<file path="config.mk">
export PLATFORM = sky130hd
export DESIGN_NAME = fib_interest_spi_tx_flat
export DESIGN_NICKNAME = d
export VERILOG_FILES = /design/src/rtl/fib_interest_spi_tx_if.sv /design/src/rtl/fib_interest_spi_tx.sv /design/src/flat_wrapper.sv
export SDC_FILE = /design/constraint.sdc
export NUM_CORES = 1
export LEC_CHECK = 0
export BUFFER_PORTS_ARGS = -buffer_cell sky130_fd_sc_hd__buf_2
export CAP_MARGIN = 10
export CORE_ASPECT_RATIO = 1.2
export CORE_MARGIN = 4
export CORE_UTILIZATION = 50
export DETAILED_ROUTE_END_ITERATION = 10
export PLACE_DENSITY = 0.65
export SYNTH_ARGS = -nofsm -noshare
export SYNTH_HDL_FRONTEND = slang
export SYNTH_SLANG_ARGS = --single-unit
</file>
<file path="constraint.sdc">
create_clock -name clk -period 9 [get_ports clk]
set_input_delay 0.9 -clock clk [delete_from_list [all_inputs] [get_ports clk]]
set_output_delay 0.9 -clock clk [all_outputs]
set_load 0.01 [all_outputs]
</file>
<file path="src/rtl/fib_interest_spi_tx_if.sv">
// FIB-to-SPI byte interface: frame-start flag and the byte stream that follows it.
// The FIB side drives both signals; the SPI transmitter only reads them.
interface fib_interest_spi_tx_if;
  logic       FIB_to_SPI_data_flag;
  logic [7:0] data_FIB_to_SPI;

  modport master (output FIB_to_SPI_data_flag, output data_FIB_to_SPI);
  modport slave  (input  FIB_to_SPI_data_flag, input  data_FIB_to_SPI);
endinterface

</file>
<file path="src/rtl/fib_interest_spi_tx.sv">
// Buffers a 17-byte interest frame from the FIB and replays it as an SPI mode-0 master, MSB first.
// A guard period of CLK_DIV cycles with sclk low separates the last bit from the cs_n release.
module fib_interest_spi_tx #(
  parameter int unsigned CLK_DIV     = 4,
  parameter int unsigned FRAME_BYTES = 17
) (
  input  logic                        clk,
  input  logic                        rst,
  fib_interest_spi_tx_if.slave        fib,
  output logic                        spi_sclk,
  output logic                        spi_mosi,
  output logic                        spi_cs_n,
  output logic                        tx_busy,
  output logic                        frame_done,
  output logic                        overflow
);

  localparam int unsigned FRAME_BITS = FRAME_BYTES * 8;
  localparam logic [7:0]  DIV_LAST   = 8'(CLK_DIV - 1);
  localparam logic [4:0]  BYTE_LAST  = 5'(FRAME_BYTES - 1);
  localparam logic [7:0]  BIT_FIRST  = 8'(FRAME_BITS - 1);

  typedef enum logic [1:0] {
    ST_IDLE    = 2'd0,
    ST_CAPTURE = 2'd1,
    ST_SHIFT   = 2'd2,
    ST_GUARD   = 2'd3
  } state_t;

  state_t                  state_r, state_s;
  logic                    flag_q_r;
  logic                    start_s;
  logic [FRAME_BITS-1:0]   buf_r, buf_s;
  logic [4:0]              byte_cnt_r, byte_cnt_s;
  logic [7:0]              bit_cnt_r, bit_cnt_s, bit_prev_s;
  logic [7:0]              div_cnt_r, div_cnt_s;
  logic                    sclk_r, sclk_s;
  logic                    mosi_r, mosi_s;
  logic                    cs_n_r, cs_n_s;
  logic                    busy_r, busy_s;
  logic                    done_r, done_s;
  logic                    ovf_r, ovf_s;

  assign start_s = fib.FIB_to_SPI_data_flag & ~flag_q_r;

  // Next-state and next-output logic for the capture/shift/guard sequence.
  always_comb begin
    state_s    = state_r;
    buf_s      = buf_r;
    byte_cnt_s = byte_cnt_r;
    bit_cnt_s  = bit_cnt_r;
    bit_prev_s = bit_cnt_r - 8'd1;
    div_cnt_s  = div_cnt_r;
    sclk_s     = sclk_r;
    mosi_s     = mosi_r;
    cs_n_s     = cs_n_r;
    busy_s     = busy_r;
    done_s     = 1'b0;
    // Any start while a frame is in flight, including the GUARD exit cycle, is dropped.
    ovf_s      = start_s & (state_r != ST_IDLE);

    case (state_r)
      ST_IDLE: begin
        if (start_s) begin
          state_s    = ST_CAPTURE;
          byte_cnt_s = 5'd0;
          busy_s     = 1'b1;
        end else begin
          state_s    = ST_IDLE;
        end
      end
      ST_CAPTURE: begin
        // Shift bytes in from the bottom so byte 0 ends up in the top byte.
        buf_s = {buf_r[FRAME_BITS-9:0], fib.data_FIB_to_SPI};
        if (byte_cnt_r == BYTE_LAST) begin
          state_s   = ST_SHIFT;
          cs_n_s    = 1'b0;
          sclk_s    = 1'b0;
          mosi_s    = buf_s[FRAME_BITS-1];
          bit_cnt_s = BIT_FIRST;
          div_cnt_s = 8'd0;
        end else begin
          byte_cnt_s = byte_cnt_r + 5'd1;
        end
      end
      ST_SHIFT: begin
        if (div_cnt_r == DIV_LAST) begin
          div_cnt_s = 8'd0;
          if (!sclk_r) begin
            sclk_s = 1'b1;
          end else begin
            sclk_s = 1'b0;
            if (bit_cnt_r == 8'd0) begin
              state_s = ST_GUARD;
            end else begin
              bit_cnt_s = bit_prev_s;
              mosi_s    = buf_r[bit_prev_s];
            end
          end
        end else begin
          div_cnt_s = div_cnt_r + 8'd1;
        end
      end
      ST_GUARD: begin
        if (div_cnt_r == DIV_LAST) begin
          state_s   = ST_IDLE;
          div_cnt_s = 8'd0;
          cs_n_s    = 1'b1;
          mosi_s    = 1'b0;
          busy_s    = 1'b0;
          done_s    = 1'b1;
        end else begin
          div_cnt_s = div_cnt_r + 8'd1;
        end
      end
      default: begin
        state_s = ST_IDLE;
        cs_n_s  = 1'b1;
        sclk_s  = 1'b0;
        mosi_s  = 1'b0;
        busy_s  = 1'b0;
      end
    endcase
  end

  // State, datapath and output registers with synchronous reset.
  always_ff @(posedge clk) begin
    if (rst) begin
      state_r    <= ST_IDLE;
      flag_q_r   <= 1'b0;
      buf_r      <= {FRAME_BITS{1'b0}};
      byte_cnt_r <= 5'd0;
      bit_cnt_r  <= 8'd0;
      div_cnt_r  <= 8'd0;
      sclk_r     <= 1'b0;
      mosi_r     <= 1'b0;
      cs_n_r     <= 1'b1;
      busy_r     <= 1'b0;
      done_r     <= 1'b0;
      ovf_r      <= 1'b0;
    end else begin
      state_r    <= state_s;
      flag_q_r   <= fib.FIB_to_SPI_data_flag;
      buf_r      <= buf_s;
      byte_cnt_r <= byte_cnt_s;
      bit_cnt_r  <= bit_cnt_s;
      div_cnt_r  <= div_cnt_s;
      sclk_r     <= sclk_s;
      mosi_r     <= mosi_s;
      cs_n_r     <= cs_n_s;
      busy_r     <= busy_s;
      done_r     <= done_s;
      ovf_r      <= ovf_s;
    end
  end

  assign spi_sclk   = sclk_r;
  assign spi_mosi   = mosi_r;
  assign spi_cs_n   = cs_n_r;
  assign tx_busy    = busy_r;
  assign frame_done = done_r;
  assign overflow   = ovf_r;

endmodule

</file>
<file path="src/flat_wrapper.sv">
// flat-port wrapper written by rule: the top's interface ports become plain ports
module fib_interest_spi_tx_flat 
#(
  parameter int unsigned CLK_DIV     = 4,
  parameter int unsigned FRAME_BYTES = 17
)
  (clk, rst, spi_sclk, spi_mosi, spi_cs_n, tx_busy, frame_done, overflow, fib_FIB_to_SPI_data_flag, fib_data_FIB_to_SPI);
  fib_interest_spi_tx_if fib_i ();
  input  logic clk;
  input  logic rst;
  output logic spi_sclk;
  output logic spi_mosi;
  output logic spi_cs_n;
  output logic tx_busy;
  output logic frame_done;
  output logic overflow;
  input wire logic [$bits(fib_i.FIB_to_SPI_data_flag)-1:0] fib_FIB_to_SPI_data_flag;
  input wire logic [$bits(fib_i.data_FIB_to_SPI)-1:0] fib_data_FIB_to_SPI;
  assign fib_i.FIB_to_SPI_data_flag = fib_FIB_to_SPI_data_flag;
  assign fib_i.data_FIB_to_SPI = fib_data_FIB_to_SPI;
  fib_interest_spi_tx #(.CLK_DIV(CLK_DIV), .FRAME_BYTES(FRAME_BYTES)) u_core (.clk(clk), .rst(rst), .fib(fib_i), .spi_sclk(spi_sclk), .spi_mosi(spi_mosi), .spi_cs_n(spi_cs_n), .tx_busy(tx_busy), .frame_done(frame_done), .overflow(overflow));
endmodule
</file>
==> impl_table.tex <==
\begin{tabular}{lr}
\hline
Metric & Value \\
\hline
\multicolumn{2}{l}{\textbf{Worst setup path}} \\
\quad Maximum fanout along the worst path & 28 \\
\quad Launching element type of the critical path & flip-flop \\
\quad Crit path DAT & 4.51 ns \\
\quad Ordered list of cells on the worst path & buf\_4 -> inv\_2 -> ha\_1 -> xor2\_4 -> mux4\_1 -> mux4\_2 -> o2111a\_1 -> o41ai\_1 -> a221oi\_1 \\
\quad Flop2flop setup slack & 4.74 ns \\
\quad Critical path's slowest cell & sky130\_fd\_sc\_hd\_\_xor2\_4 \\
\quad Setup crit end kind & flip-flop \\
\quad Delay of the slowest critical-path stage & 0.84 ns \\
\quad Category of the critical setup timing path & flip-flop to flip-flop \\
\quad Crit path required time & 9.25 ns \\
\multicolumn{2}{l}{\textbf{Power}} \\
\quad Worst IR Drop VDD & 0.149 mV \\
\quad Pwr/cell area & 267 nW/um\^{}2 \\
\quad Leakage power & 3.05 nW \\
\multicolumn{2}{l}{\textbf{STA}} \\
\quad Hold slack final & 0.468 ns \\
\quad Final Hold Viols & 0 \\
\quad Unrepaired setup endpoints after global routing & false \\
\quad Max-slew headroom at the worst pin & 32.7\% \\
\quad Final period util & 47.3\% \\
\quad Clock skew after layout & 0.0157 ns \\
\quad Minimum setup slack in the final design & around 4.7 ns \\
\quad Number of setup violations in the final report & 0 \\
\quad Slew at the pin closest to its max-slew limit & 1.01 ns \\
\quad Highest attainable clock frequency & 235 MHz \\
\quad Summed negative setup slack over all endpoints & 0 ns \\
\quad Final critical path time including I/O delays and setup & 4.26 ns \\
\quad Max-slew violation total from the final report & 0 \\
\multicolumn{2}{l}{\textbf{Place}} \\
\quad Pre-CTS setup slack & 4.81 ns \\
\quad Count of input and output buffers & 16 \\
\quad Routability cong. & 0.787 \\
\quad Detailed-placement wirelength estimate & 10.2 mm \\
\multicolumn{2}{l}{\textbf{Cells and area}} \\
\quad Antenna Diode Count & 0 \\
\quad Signed area change from the synthesized netlist to the final layout & 9.57\% \\
\quad Total Nets Final & 736 \\
\quad Share of the core filled with cells & 55.5\% \\
\quad Fraction of final layout cells sized beyond drive strength 1 & 11.5\% \\
\multicolumn{2}{l}{\textbf{Run status}} \\
\quad Outcome & finished, final reports clean \\
\multicolumn{2}{l}{\textbf{Hold path}} \\
\quad Hold Crit Class & flip-flop to flip-flop \\
\multicolumn{2}{l}{\textbf{Logic synthesis}} \\
\quad Count of different cell masters after synthesis & 52 \\
\quad Post-Synthesis Cell Area & 7580 sq um \\
\quad Yosys warnings & 0 \\
\quad Share of synthesized flip-flops with an asynchronous set or reset & 0\% \\
\quad Sequential element share of the synthesized area & 43.8\% \\
\quad Post-synth net total & between 700 and 800 \\
\quad Average cell area after synthesis & between 10 and 15 sq um \\
\quad Synth Register Bits & 166 \\
\quad Primary FF master, synth & sky130\_fd\_sc\_hd\_\_dfxtp\_1 \\
\quad Gate count of the mapped netlist & 721 \\
\quad Count of flip-flops with a built-in enable after synthesis & 0 \\
\multicolumn{2}{l}{\textbf{Global route}} \\
\quad First-pass GRT wire length & approximately 26 mm \\
\quad Maximum number of pins on one net before global-route repair & 84 \\
\quad GRT Residual Overflow & 0 \\
\quad Global Route Usage Sum & 18.6\% \\
\quad Number of antenna violations at the first check in global routing & 0 \\
\quad Vias in the first global route & 5026 \\
\multicolumn{2}{l}{\textbf{Clock tree}} \\
\quad Latest clock arrival within the worst-skew pair & approximately 0.43 ns \\
\quad CTS sink cnt & 166 \\
\quad Post-cts sizing count & 0 \\
\quad Buffer type at the clock tree root & sky130\_fd\_sc\_hd\_\_clkbuf\_16 \\
\quad H-tree level count & 4 \\
\quad Number of buffers inserted to repair setup after CTS & 0 \\
\quad CTS Hold Bufs & 0 \\
\quad Clock-pin slew on the worst setup and hold paths & around 0.060 ns \\
\quad Clock Path Buffers & 2 \\
\quad Cts bufs inserted & 17 \\
\quad CTS tree & built \\
\multicolumn{2}{l}{\textbf{Floorplanning}} \\
\quad Vert. Die Dim & about 140 microns \\
\quad Width of the chip & 120 microns \\
\quad Die area & 17200 sq um \\
\quad Number of I/O pins & 17 \\
\quad Core Region & 15000 sq um \\
\quad Effective utilization at floorplan & 50.7\% \\
\quad Placement Rows & 49 \\
\multicolumn{2}{l}{\textbf{Route}} \\
\quad Number of design-rule violations left by the first detailed-router iteration & 253 \\
\quad Ratio of routed vias to standard cells & 5.52 \\
\quad Number of remaining DRC errors & 0 \\
\quad Routed via count & 5146 \\
\quad Length of the first detailed-routing pass in iterations & 4 \\
\quad Routed wire length & 15.3 mm \\
\quad Post-route antenna net violation count & 0 \\
\quad Detailed-route wire length per cell & 16.4 microns \\
\multicolumn{2}{l}{\textbf{Run}} \\
\quad Max-cap violations & 0 \\
\hline
\end{tabular}
## kinds of logic (layout without fill, tap and decap cells)
| logic type | Yosys count | count (layout) | share of synthesized area [%] |
|---|---|---|---|
| XOR/XNOR | 17 | 17 | 2.31 |
| flip-flops | 166 | 166 | 43.8 |
| AND/OR/NAND/NOR | 253 | 253 | 14.5 |
| buffers and inverters | 56 | 64 | 3.96 |
| multiplexers | 176 | 176 | 29.8 |
| AO/OA/AOI/OAI | 44 | 44 | 4.04 |
| adder cells (fa/ha/maj) | 9 | 9 | 1.49 |
## registers in the layout, indices dropped and copies added (netlist names)
signal / flops
u_core.buf_r: 136
u_core.bit_cnt_r: 8
u_core.div_cnt_r: 8
u_core.byte_cnt_r: 5
u_core.state_r: 2
u_core.flag_q_r: 1
u_core.frame_done: 1
u_core.overflow: 1
u_core.spi_cs_n: 1
u_core.spi_mosi: 1
u_core.spi_sclk: 1
u_core.tx_busy: 1
## layout by cell type, fill, tap and decap left out, types with 10 or more instances in the layout
| master | n |
|---|---|
| sky130_fd_sc_hd__nor2_1 | 167 |
| sky130_fd_sc_hd__dfxtp_1 | 166 |
| sky130_fd_sc_hd__buf_2 | 15 |
| sky130_fd_sc_hd__mux2i_1 | 139 |
| sky130_fd_sc_hd__mux4_2 | 19 |
| sky130_fd_sc_hd__clkbuf_16 | 17 |
| sky130_fd_sc_hd__a21oi_1 | 15 |
| sky130_fd_sc_hd__nand2_1 | 29 |
| sky130_fd_sc_hd__nand2b_1 | 10 |
| sky130_fd_sc_hd__mux4_1 | 16 |
## routing by layer
layer / GRT usage (%) / up-vias / part of all wire, %
li1: - / 2540 / -
met1: 23.9 / 2533 / 46
met2: 31.4 / 57 / 50
met3: 3.68 / 16 / 2.3
met4: 6.80 / 0 / 1.6
met5: 0 / - / 0
## cells in the mapped netlist (2+ instances only)
| cell | count | share of area, % |
|---|---|---|
| sky130_fd_sc_hd__nand4b_1 | 2 | 0.23 |
| sky130_fd_sc_hd__a211oi_1 | 3 | 0.30 |
| sky130_fd_sc_hd__ha_1 | 9 | 1.5 |
| sky130_fd_sc_hd__o21ai_0 | 4 | 0.26 |
| sky130_fd_sc_hd__buf_1 | 13 | 0.64 |
| sky130_fd_sc_hd__and3_1 | 2 | 0.17 |
| sky130_fd_sc_hd__mux2i_1 | 139 | 18 |
| sky130_fd_sc_hd__dfxtp_1 | 166 | 44 |
| sky130_fd_sc_hd__nand3_1 | 8 | 0.53 |
| sky130_fd_sc_hd__nand2_1 | 29 | 1.4 |
| sky130_fd_sc_hd__inv_1 | 8 | 0.40 |
| sky130_fd_sc_hd__and2_1 | 5 | 0.41 |
| sky130_fd_sc_hd__nor2_1 | 167 | 8.3 |
| sky130_fd_sc_hd__mux4_2 | 19 | 5.6 |
| sky130_fd_sc_hd__nand4_1 | 9 | 0.74 |
| sky130_fd_sc_hd__nor3_1 | 4 | 0.26 |
| sky130_fd_sc_hd__mux2_2 | 2 | 0.30 |
| sky130_fd_sc_hd__or3_1 | 6 | 0.50 |
| sky130_fd_sc_hd__nor3b_1 | 2 | 0.20 |
| sky130_fd_sc_hd__mux4_1 | 16 | 5.5 |
| sky130_fd_sc_hd__nand2b_1 | 10 | 0.83 |
| sky130_fd_sc_hd__xor2_1 | 9 | 1.0 |
| sky130_fd_sc_hd__a21oi_1 | 15 | 0.99 |
| sky130_fd_sc_hd__a2111oi_0 | 4 | 0.46 |
| sky130_fd_sc_hd__o21bai_1 | 3 | 0.30 |
| sky130_fd_sc_hd__a221oi_1 | 2 | 0.23 |
| sky130_fd_sc_hd__buf_6 | 9 | 1.3 |
| sky130_fd_sc_hd__a311oi_1 | 2 | 0.23 |
| sky130_fd_sc_hd__xnor2_1 | 6 | 0.69 |
| sky130_fd_sc_hd__nor2b_1 | 3 | 0.25 |
| sky130_fd_sc_hd__o31ai_1 | 2 | 0.20 |
| sky130_fd_sc_hd__clkbuf_1 | 21 | 1.0 |
| sky130_fd_sc_hd__clkbuf_8 | 2 | 0.36 |
| sky130_fd_sc_hd__buf_2 | 2 | 0.13 |
## cell type report
| type | count | area [sq um] |
|---|---|---|
| multi-input cells | 499 | 3970 |
| clock buffers | 19 | 443 |
| well taps | 204 | 255 |
| inverters | 9 | 33.8 |
| clock inverters | 13 | 146 |
| fillers | 1327 | 6650 |
| repair buffers | 23 | 135 |
| flip-flops and latches | 166 | 3320 |
## worst paths after layout
path,cells after the start,to,from
hold reg to reg,2,u_core.tx_busy$_SDFFE_PP0P_,u_core.tx_busy$_SDFFE_PP0P_
hold / removal,2,u_core.tx_busy$_SDFFE_PP0P_,u_core.tx_busy$_SDFFE_PP0P_
setup / recovery,9,u_core.spi_mosi$_SDFFE_PP0P_,u_core.bit_cnt_r[0]$_SDFFE_PP0P_
setup reg to reg,9,u_core.spi_mosi$_SDFFE_PP0P_,u_core.bit_cnt_r[0]$_SDFFE_PP0P_
## worst max-delay path: cells and delay by family (launching register included)
| kind | cells | cell delay [ns] |
|---|---|---|
| adders and majority gates | 1 | 0.37 |
| muxes | 2 | 1.14 |
| xor gates and xnor gates | 1 | 0.84 |
| DFF | 1 | 0.31 |
| buffers and inverters | 2 | 0.60 |
| AOI/OAI and AO/OA | 3 | 0.79 |
## stage by stage
stage	area [sq um]	power [mW]	std cells
2_1_floorplan	7580	1.41	721
3_3_place_gp	7720	1.50	901
3_5_place_dp	7720	1.51	901
4_1_cts	8310	2.23	933
5_1_grt	8310	2.33	933
6_report	8310	2.22	933
## power breakdown
part	internal (mW)	switching (mW)
logic	0.300	0.413
registers	0.760	0.0269
clock network	0.419	0.299
Note: power is estimated with default switching activity, not from simulation.
